**src/rtl/uart_tx_arbiter.sv**
```systemverilog
// uart_tx_arbiter
// Shares one UART transmitter among NUM_REQ requesters using round-robin
// arbitration. A winning requester gets a one-cycle ack, and its byte is
// latched into tx_data. The block then pulses tx_start and waits for
// tx_done. If tx_done does not arrive within TIMEOUT cycles, the transfer
// is abandoned and the sticky timeout_err flag is set.
//
// Ports
//   clk          system clock, rising edge
//   resetn       asynchronous active-low reset
//   req          level request per requester, held until its ack
//   req_data     byte for requester k on bits [8k+7:8k]
//   tx_done      one-cycle pulse from the transmitter at end of stop bit
//   clr_err      synchronous clear of timeout_err
//   ack          one-hot, one-cycle acceptance strobe
//   tx_start     one-cycle pulse to start the transmitter
//   tx_data      registered byte being transmitted
//   owner        index of the requester currently or last granted
//   busy         high whenever the FSM is not idle
//   timeout_err  sticky timeout flag
//
// State | meaning
// IDLE  | waiting for any request; winner is picked on the exit edge
// GRANT | ack[owner] high for one cycle
// START | tx_start high for one cycle; timeout counter cleared
// WAIT  | counting cycles until tx_done or timeout

module uart_tx_arbiter #(
    parameter int          NUM_REQ = 4,
    parameter logic [15:0] TIMEOUT = 16'd12000
) (
    input  logic                   clk,
    input  logic                   resetn,
    input  logic [NUM_REQ-1:0]     req,
    input  logic [8*NUM_REQ-1:0]   req_data,
    input  logic                   tx_done,
    input  logic                   clr_err,
    output logic [NUM_REQ-1:0]     ack,
    output logic                   tx_start,
    output logic [7:0]             tx_data,
    output logic [1:0]             owner,
    output logic                   busy,
    output logic                   timeout_err
);

    typedef enum logic [1:0] {
        IDLE  = 2'd0,
        GRANT = 2'd1,
        START = 2'd2,
        WAIT  = 2'd3
    } state_t;

    state_t      state;
    logic [1:0]  last_owner;
    logic [15:0] timer;
    logic [1:0]  winner;
    logic        found;
    logic [1:0]  cand;

    // Search starts one past the last owner and wraps, so the requester
    // served most recently always ranks last.
    always_comb begin
        winner = 2'd0;
        found  = 1'b0;
        cand   = 2'd0;
        for (int i = 1; i <= 4; i++) begin
            cand = last_owner + 2'(i);
            if (!found && req[cand]) begin
                found  = 1'b1;
                winner = cand;
            end
        end
    end

    assign busy = (state != IDLE);

    always_ff @(posedge clk or negedge resetn) begin
        if (!resetn) begin
            state       <= IDLE;
            owner       <= 2'd0;
            last_owner  <= 2'd3;
            tx_data     <= 8'h00;
            ack         <= '0;
            tx_start    <= 1'b0;
            timer       <= 16'd0;
            timeout_err <= 1'b0;
        end else begin
            ack      <= '0;
            tx_start <= 1'b0;
            // A timeout in the WAIT branch below overrides this clear.
            if (clr_err) begin
                timeout_err <= 1'b0;
            end
            case (state)
                IDLE: begin
                    if (found) begin
                        state   <= GRANT;
                        owner   <= winner;
                        tx_data <= req_data[{winner, 3'b000} +: 8];
                        ack     <= NUM_REQ'(1) << winner;
                    end
                end
                GRANT: begin
                    state    <= START;
                    tx_start <= 1'b1;
                end
                START: begin
                    state <= WAIT;
                    timer <= 16'd0;
                end
                WAIT: begin
                    if (tx_done) begin
                        state      <= IDLE;
                        last_owner <= owner;
                    end else if (timer == TIMEOUT - 16'd1) begin
                        state       <= IDLE;
                        last_owner  <= owner;
                        timeout_err <= 1'b1;
                    end else begin
                        timer <= timer + 16'd1;
                    end
                end
                default: state <= IDLE;
            endcase
        end
    end

endmodule

```
**config.mk**
```make
export PLATFORM = sky130hd
export DESIGN_NAME = uart_tx_arbiter
export DESIGN_NICKNAME = d
export VERILOG_FILES = /design/src/rtl/uart_tx_arbiter.sv
export SDC_FILE = /design/constraint.sdc
export NUM_CORES = 1
export LEC_CHECK = 0
export CAP_MARGIN = 0
export CORE_MARGIN = 1.5
export CORE_UTILIZATION = 40
export CTS_BUF_LIST = sky130_fd_sc_hd__clkbuf_8
export CTS_CLUSTER_SIZE = 40
export DETAILED_ROUTE_END_ITERATION = 10
export GPL_TIMING_DRIVEN = 0
export HOLD_SLACK_MARGIN = 0.05
export PLACE_DENSITY = 0.68
export SLEW_MARGIN = 20
export SYNTH_ARGS = -nofsm -noshare
export SYNTH_HDL_FRONTEND = slang
export SYNTH_SLANG_ARGS = --single-unit
```
**constraint.sdc**
```tcl
create_clock -name clk -period 2.4 [get_ports clk]
set_input_delay 0.36 -clock clk [delete_from_list [all_inputs] [get_ports clk]]
set_output_delay 0.36 -clock clk [all_outputs]
set_load 0.05 [all_outputs]
```
==> results.py <==
metrics = {
    "clocking": {
        "cts.sinks": 36,
        "cts_buffer_depth": 2,
        "htreeDepth": 2,
        "tritoncts": "built",
        "insertion_delay_ns": 0.30,
        "clk_transition_reported_paths_ns": 0.08,
        "clock-root-buffer": "clkbuf_8",
        "cts_made_buffers": 5,
    },
    "routing": {
        "drcViolationCount": 0,
        "first_iter_violations": 44,
        "drt-vias-per-instance": 5.17,
        "wl_per_cell_um": 14.1,
        "drt-total-wl_um": 4990,
        "dr.pass1.iters": 4,
        "antenna_left": 0,
        "dr_total_vias": 1826,
    },
    "place": {
        "dp_cells": 344,
        "portBuffers": 56,
        "hpwl_um": 3790,
        "gp_congestion": 0.839,
        "place_area_sq_um": 2750,
    },
    "timing": {
        "fmax_mhz": 471,
        "min_period_over_period_pct": 88.5,
        "rsz0062_at_grt": "false",
        "slew_violations": 0,
        "maxSlewHeadroom_pct": 62.5,
        "hold_viol": 0,
        "period_needed_ns": 2.12,
        "clock_skew_ns": 0.0114,
        "tns_ns": 0,
        "setup_viol": 0,
        "tightestPinTransition_ns": 0.559,
    },
    "yosys": {
        "synth_cell_type_count": 49,
        "syn_inst": 217,
        "syn-num-nets": 262,
        "ys_seq_area_share_pct": 43.5,
        "synth-edff-count": 0,
        "avgSynthCellArea_sq_um": 9.57,
        "ys.flop_type": "dfrtp_1",
        "ys_warn_count": 0,
        "synth-seq-cells": 36,
        "synth-async-reset-ratio_pct": 100,
        "netlist_area_sq_um": 2080,
    },
    "critical_path": {
        "startpoint_type": "register",
        "crit_fanout": 7,
        "critPathCaptureType": "register",
        "arrival_ns": 2.30,
        "crit_type": "register to register",
        "cp.required_ns": 2.58,
    },
    "hold_path": {
        "hp-class": "input port to async pin",
    },
    "global_routing": {
        "grt_usage_pct": 18.3,
        "grt-ovfl-total": 0,
        "grt_pass1_vias": 1681,
        "grt_pass1_wl_um": 7740,
        "antenna_found_initial": 0,
        "grt_max_degree": 25,
    },
    "floorplanning": {
        "design.core.area_sq_um": 5040,
        "rows": 26,
        "fp.dieArea_sq_um": 5630,
        "die_h_um": 75.1,
        "start_util_pct": 41.2,
        "die_w_um": 75.1,
        "ioPinCount": 57,
    },
    "power": {
        "clkPwrFrac_pct": 16.8,
        "p_sw_mw": 1.26,
        "p_int_mw": 1.61,
        "seq_power_share_pct": 30.6,
        "irDropWorstVdd_uv": 673,
        "p_sw_share_pct": 43.8,
        "p_leak_nw": 1.18,
        "totalPowerFinal_mw": 2.87,
        "comb_power_share_pct": 52.6,
        "pwr_density_cell_nw_per_um2": 1000,
    },
    "finish": {
        "area_growth_pct": 37.7,
        "regArea_sq_um": 903,
        "drive_above_1_share_pct": 9.89,
        "multiInputGateArea_sq_um": 1060,
        "final_cells": 353,
        "fill_cells": 481,
        "layout_common_cells": "54 x clkdlybuf4s50_1, 34 x dfrtp_1, 22 x nor2_1",
        "layout_commonest_cell": "clkdlybuf4s50_1",
        "num_antenna_cells": 0,
        "fin_nets": 327,
        "fin_util_pct": 56.7,
        "stdcell_area_sq_um": 2860,
    },
    "status": {
        "status": "complete, no violations",
    },
    "flow_run": {
        "cap_violations": 0,
    },
}
-- final cells by class --
class / instances / area share (%)
tap: 70 / 3.06
clock buffer: 7 / 3.37
clock inverter: 1 / 0.131
sequential: 36 / 31.6
timing repair buffer: 58 / 20.8
multi-input combinational: 157 / 37.0
buffer: 6 / 1.71
inverter: 18 / 2.36
-- worst max-delay path, stage by stage (launching register included) --
cell and delay, ns:
dfrtp_1 0.41, ha_1 0.19, and4_2 0.25, nand4_1 0.26
o21ai_2 0.33, a21boi_2 0.24, mux2_1 0.33
-- power by group through the flow --
stage                     logic [mW]  registers [mW]  clock network [mW]
after floorplan                0.672            1.25                   0
after global placement          1.49           0.889                   0
after detailed placement        1.51           0.892                   0
after CTS                       1.52           0.881               0.491
after global routing            1.64           0.898               0.525
final                           1.51           0.878               0.480
-- metal layers --
layer	vias to the layer above	part of all wire, %	GRT usage (%)	wire [um]
met2	45	48	28.2	2410
met4	0	1.3	8.28	66
met3	6	3.5	4.02	173
met1	857	47	24.5	2340
met5	-	0	0	0
li1	918	-	-	-
-- logic make-up (layout without fill, tap and decap cells) --
logic type | after synthesis | in the layout | synth area share (%)
buf+inv | 24 | 90 | 5.60
xor+xnor | 8 | 8 | 3.37
fa+ha+maj | 5 | 5 | 3.01
flops | 36 | 36 | 43.5
simple gates | 78 | 78 | 20.2
compound gates | 56 | 56 | 19.3
mux | 10 | 10 | 5.00
-- what timing repair did --
| action | in CTS | in global routing |
|---|---|---|
| endpoints found under the hold margin | 10 | 0 |
| setup buffers | 0 | 0 |
| hold buffers | 1 | 0 |
| endpoints found under the setup margin | 0 | 1 |
| gates resized for setup | 0 | 1 |
-- synthesized netlist by cell type (3+ instances only) --
master    count  area share [%]
nand3_1       8             1.9
a21o_1        3             1.1
nor2b_1       4             1.2
nor3_1        5             1.2
a211oi_1     20             7.2
o21ai_0       7             1.7
ha_1          5             3.0
nand2b_1      6             1.8
nand2_1       9             1.6
o211ai_1      7             2.5
or3_1         4             1.2
o31ai_1       5             1.8
nor2_1       22             4.0
dfrtp_1      34              41
xnor2_1       4             1.7
inv_1        18             3.3
xor2_1        4             1.7
a21oi_1       4            0.96
mux2i_1       7             3.4
nor4_1        5             1.5
-- state kept, by name, summed over array words and instances, names as in the netlist --
| signal | flops |
|---|---|
| timeout_err | 1 |
| last_owner | 2 |
| ack | 4 |
| tx_data | 8 |
| state | 2 |
| tx_start | 1 |
| timer | 16 |
| owner | 2 |
-- path summary, 6_finish.rpt --
kind                            startpoint         to  slack, ns  cells past startpoint
worst max-delay path              timer[0]   state[1]       0.28                      6
worst min-delay path                resetn   timer[0]       0.51                      2
worst max register to register    timer[0]   state[1]       0.28                      6
worst min register to register    owner[0]   owner[0]       0.52                      1
max in group asynchronous           resetn  timer[11]       1.45                      3
min in group clk                  owner[0]   owner[0]       0.52                      1
-- stage by stage --
| step | hold slack (ns) | setup slack, ns |
|---|---|---|
| floorplan | 0.0644 | 0.566 |
| global placement | 0.509 | 0.0654 |
| detailed placement | 0.288 | 0.0630 |
| CTS | 0.497 | 0.00321 |
| global route | 0.536 | 0.139 |
| finish | 0.510 | 0.276 |
Note: power is estimated with default switching activity, not from simulation.
==> RTL change (same settings) <==
Set the parameter `NUM_REQ` to 8 (it was 4).
--- a/src/rtl/uart_tx_arbiter.sv
+++ b/src/rtl/uart_tx_arbiter.sv
@@ -26,7 +26,7 @@
 // WAIT  | counting cycles until tx_done or timeout
 
 module uart_tx_arbiter #(
-    parameter int          NUM_REQ = 4,
+    parameter int          NUM_REQ = 8,
     parameter logic [15:0] TIMEOUT = 16'd12000
 ) (
     input  logic                   clk,
Ports: changed (resized ack, req and req_data); port bits go from 57 to 97. No check against the original RTL was run, so the function may have changed too.
==> RTL change against the unedited design <==
Maximum frequency is 5.8% lower; total power barely moved; via count decreased by 11%; synthesized area down 6.9%; critical path type is now flop to primary output; first-iteration DRC count increased by 45%; core utilization increased by 0.93 points; clock power is 10% higher; largest power group unchanged; die area decreased by 6.7%; sequential cell count unchanged; cell area is 5.4% lower; routed wire length is 16% lower; worst setup slack worse by 0.13 ns.
==> RTL change: results (changes against the unedited design) <==
status: "completed"  # unchanged
arrival_ns: 1.89  # was 2.30 ns
multi_input_gates: 138  # was 157
drt_iter0_drc: 64  # was 44
grt.met2_usage_pct: 26.8  # was 28.2%
worst_pin_slew_ns: 0.596  # was 0.559 ns
routed-wl-met3_um: 311  # was 173 um
ys_async_sr_fraction_pct: 100  # unchanged
dpl.hpwl_um: 3130  # was 3790 um
clockNetworkAreaShare_pct: 3.98  # was 3.50%
multi_input_area_um2: 942  # was 0.00106 mm^2
synth_common_cells: "34 x dfrtp_1, 22 x nand2_1, 18 x mux2i_1, 18 x nor2_1, 10 x o21ai_0"  # was 34 x dfrtp_1, 22 x nor2_1, 20 x a211oi_1, 18 x inv_1, 9 x nand2_1
crit_fanout: 4  # was 7
drive_above_1_share_pct: 10.8  # was 9.89%
dr_wl_met2_um: 1910  # was 2410 um
synth_area_leaders: "dfrtp_1 44%, mux2i_1 9.3%, nand2_1 4.3%"  # was dfrtp_1 41%, a211oi_1 7.2%, nor2_1 4.0%
grt_pass1_wl_um: 6890  # was 7740 um
viasPerCell: 5.16  # was 5.17
nonClkBufAreaFrac_pct: 24.1  # was 22.5%
place_congestion: 0.763  # was 0.839
holdWs_ns: 0.475  # was 0.510 ns
syn_area_per_cell_um2: 10.1  # was 9.57 um^2
ff2ff_setup_slack_ns: 0.22  # was 0.28 ns
inv_count: 9  # was 18
p_leak_nw: 1.17  # was 1.18 nW
use_met1_pct: 21.1  # was 24.5%
gr-usage-all-layers_pct: 17.2  # was 18.3%
internal_power_mw: 1.65  # was 1.61 mW
wirelength_um: 4180  # was 4990 um
synth.yosys.seq_area_share_pct: 46.7  # was 43.5%
use_met3_pct: 6.39  # was 4.02%
buffers_excl_clock: 69  # was 64
drt-met1-wl_um: 1880  # was 2340 um
crit_family: "buffers and inverters"  # was compound AO/OA/AOI/OAI gates
max_stage_delay_ns: 0.80  # was 0.41 ns
nNetsFinal: 340  # was 327
grt_max_degree: 27  # was 25
synth.distinct_cells: 41  # was 49
slowest_stage: "clkdlybuf4s50_1"  # was dfrtp_1
avgRoutedWirePerCell_um: 13.3  # was 14.1 um
-- RTL change: cell types whose count changed after synthesis, moves of 4 or more --
cell      change
o31ai_1       -4
o211ai_1      -7
mux2i_1      +11
nand2_1      +13
nor2b_1       -4
clkbuf_1      +5
nand3_1       -4
o221ai_1      +9
a211oi_1     -19
nor2_1        -4
inv_1         -9
-- RTL change: kinds of logic (layout without fill, tap and decap cells) --
kind of cell,count (synthesis),count (layout),share of synthesized area (%)
compound gates,32,32,11.3
xor+xnor,6,6,2.72
fa+ha+maj,5,5,3.24
buf+inv,20,86,5.11
flops,36,36,46.7
mux,23,23,12.4
other cells,1,4,0.194
simple gates,68,68,18.3
-- RTL change: stage by stage --
stage	setup slack, ns	cell area [um^2]
after global routing	0.0825	2710
after floorplan	0.415	1940
after detailed placement	-0.0362	2590
after CTS	0.150	2710
after global placement	-0.0488	2570
final	0.146	2710
-- RTL change: worst register-to-register path, delay by kind of cell, from the launching register on --
kind | cells | cell delay (ns)
DFF | 1 | 0.44
and+or+nand+nor | 3 | 1.04
AOI/OAI and AO/OA | 1 | 0.23
muxes | 1 | 0.36
-- RTL change: power groups by stage --
stage	clock network, mW	logic, mW	registers, mW
after floorplan	0	0.638	1.25
after global placement	0	1.46	0.892
after detailed placement	0	1.47	0.897
after CTS	0.542	1.47	0.889
after global routing	0.568	1.57	0.911
final	0.528	1.45	0.888
-- RTL change: path summary, 6_finish.rpt --
path                            cells past startpoint       start       endpoint
worst min register to register                      2  tx_data[7]     tx_data[7]
worst min-delay path                                2      resetn       timer[4]
min in group clk                                    2  tx_data[7]     tx_data[7]
max in group asynchronous                           3      resetn  last_owner[0]
worst max-delay path                                4    state[0]           busy
worst max register to register                      5    timer[5]       state[1]
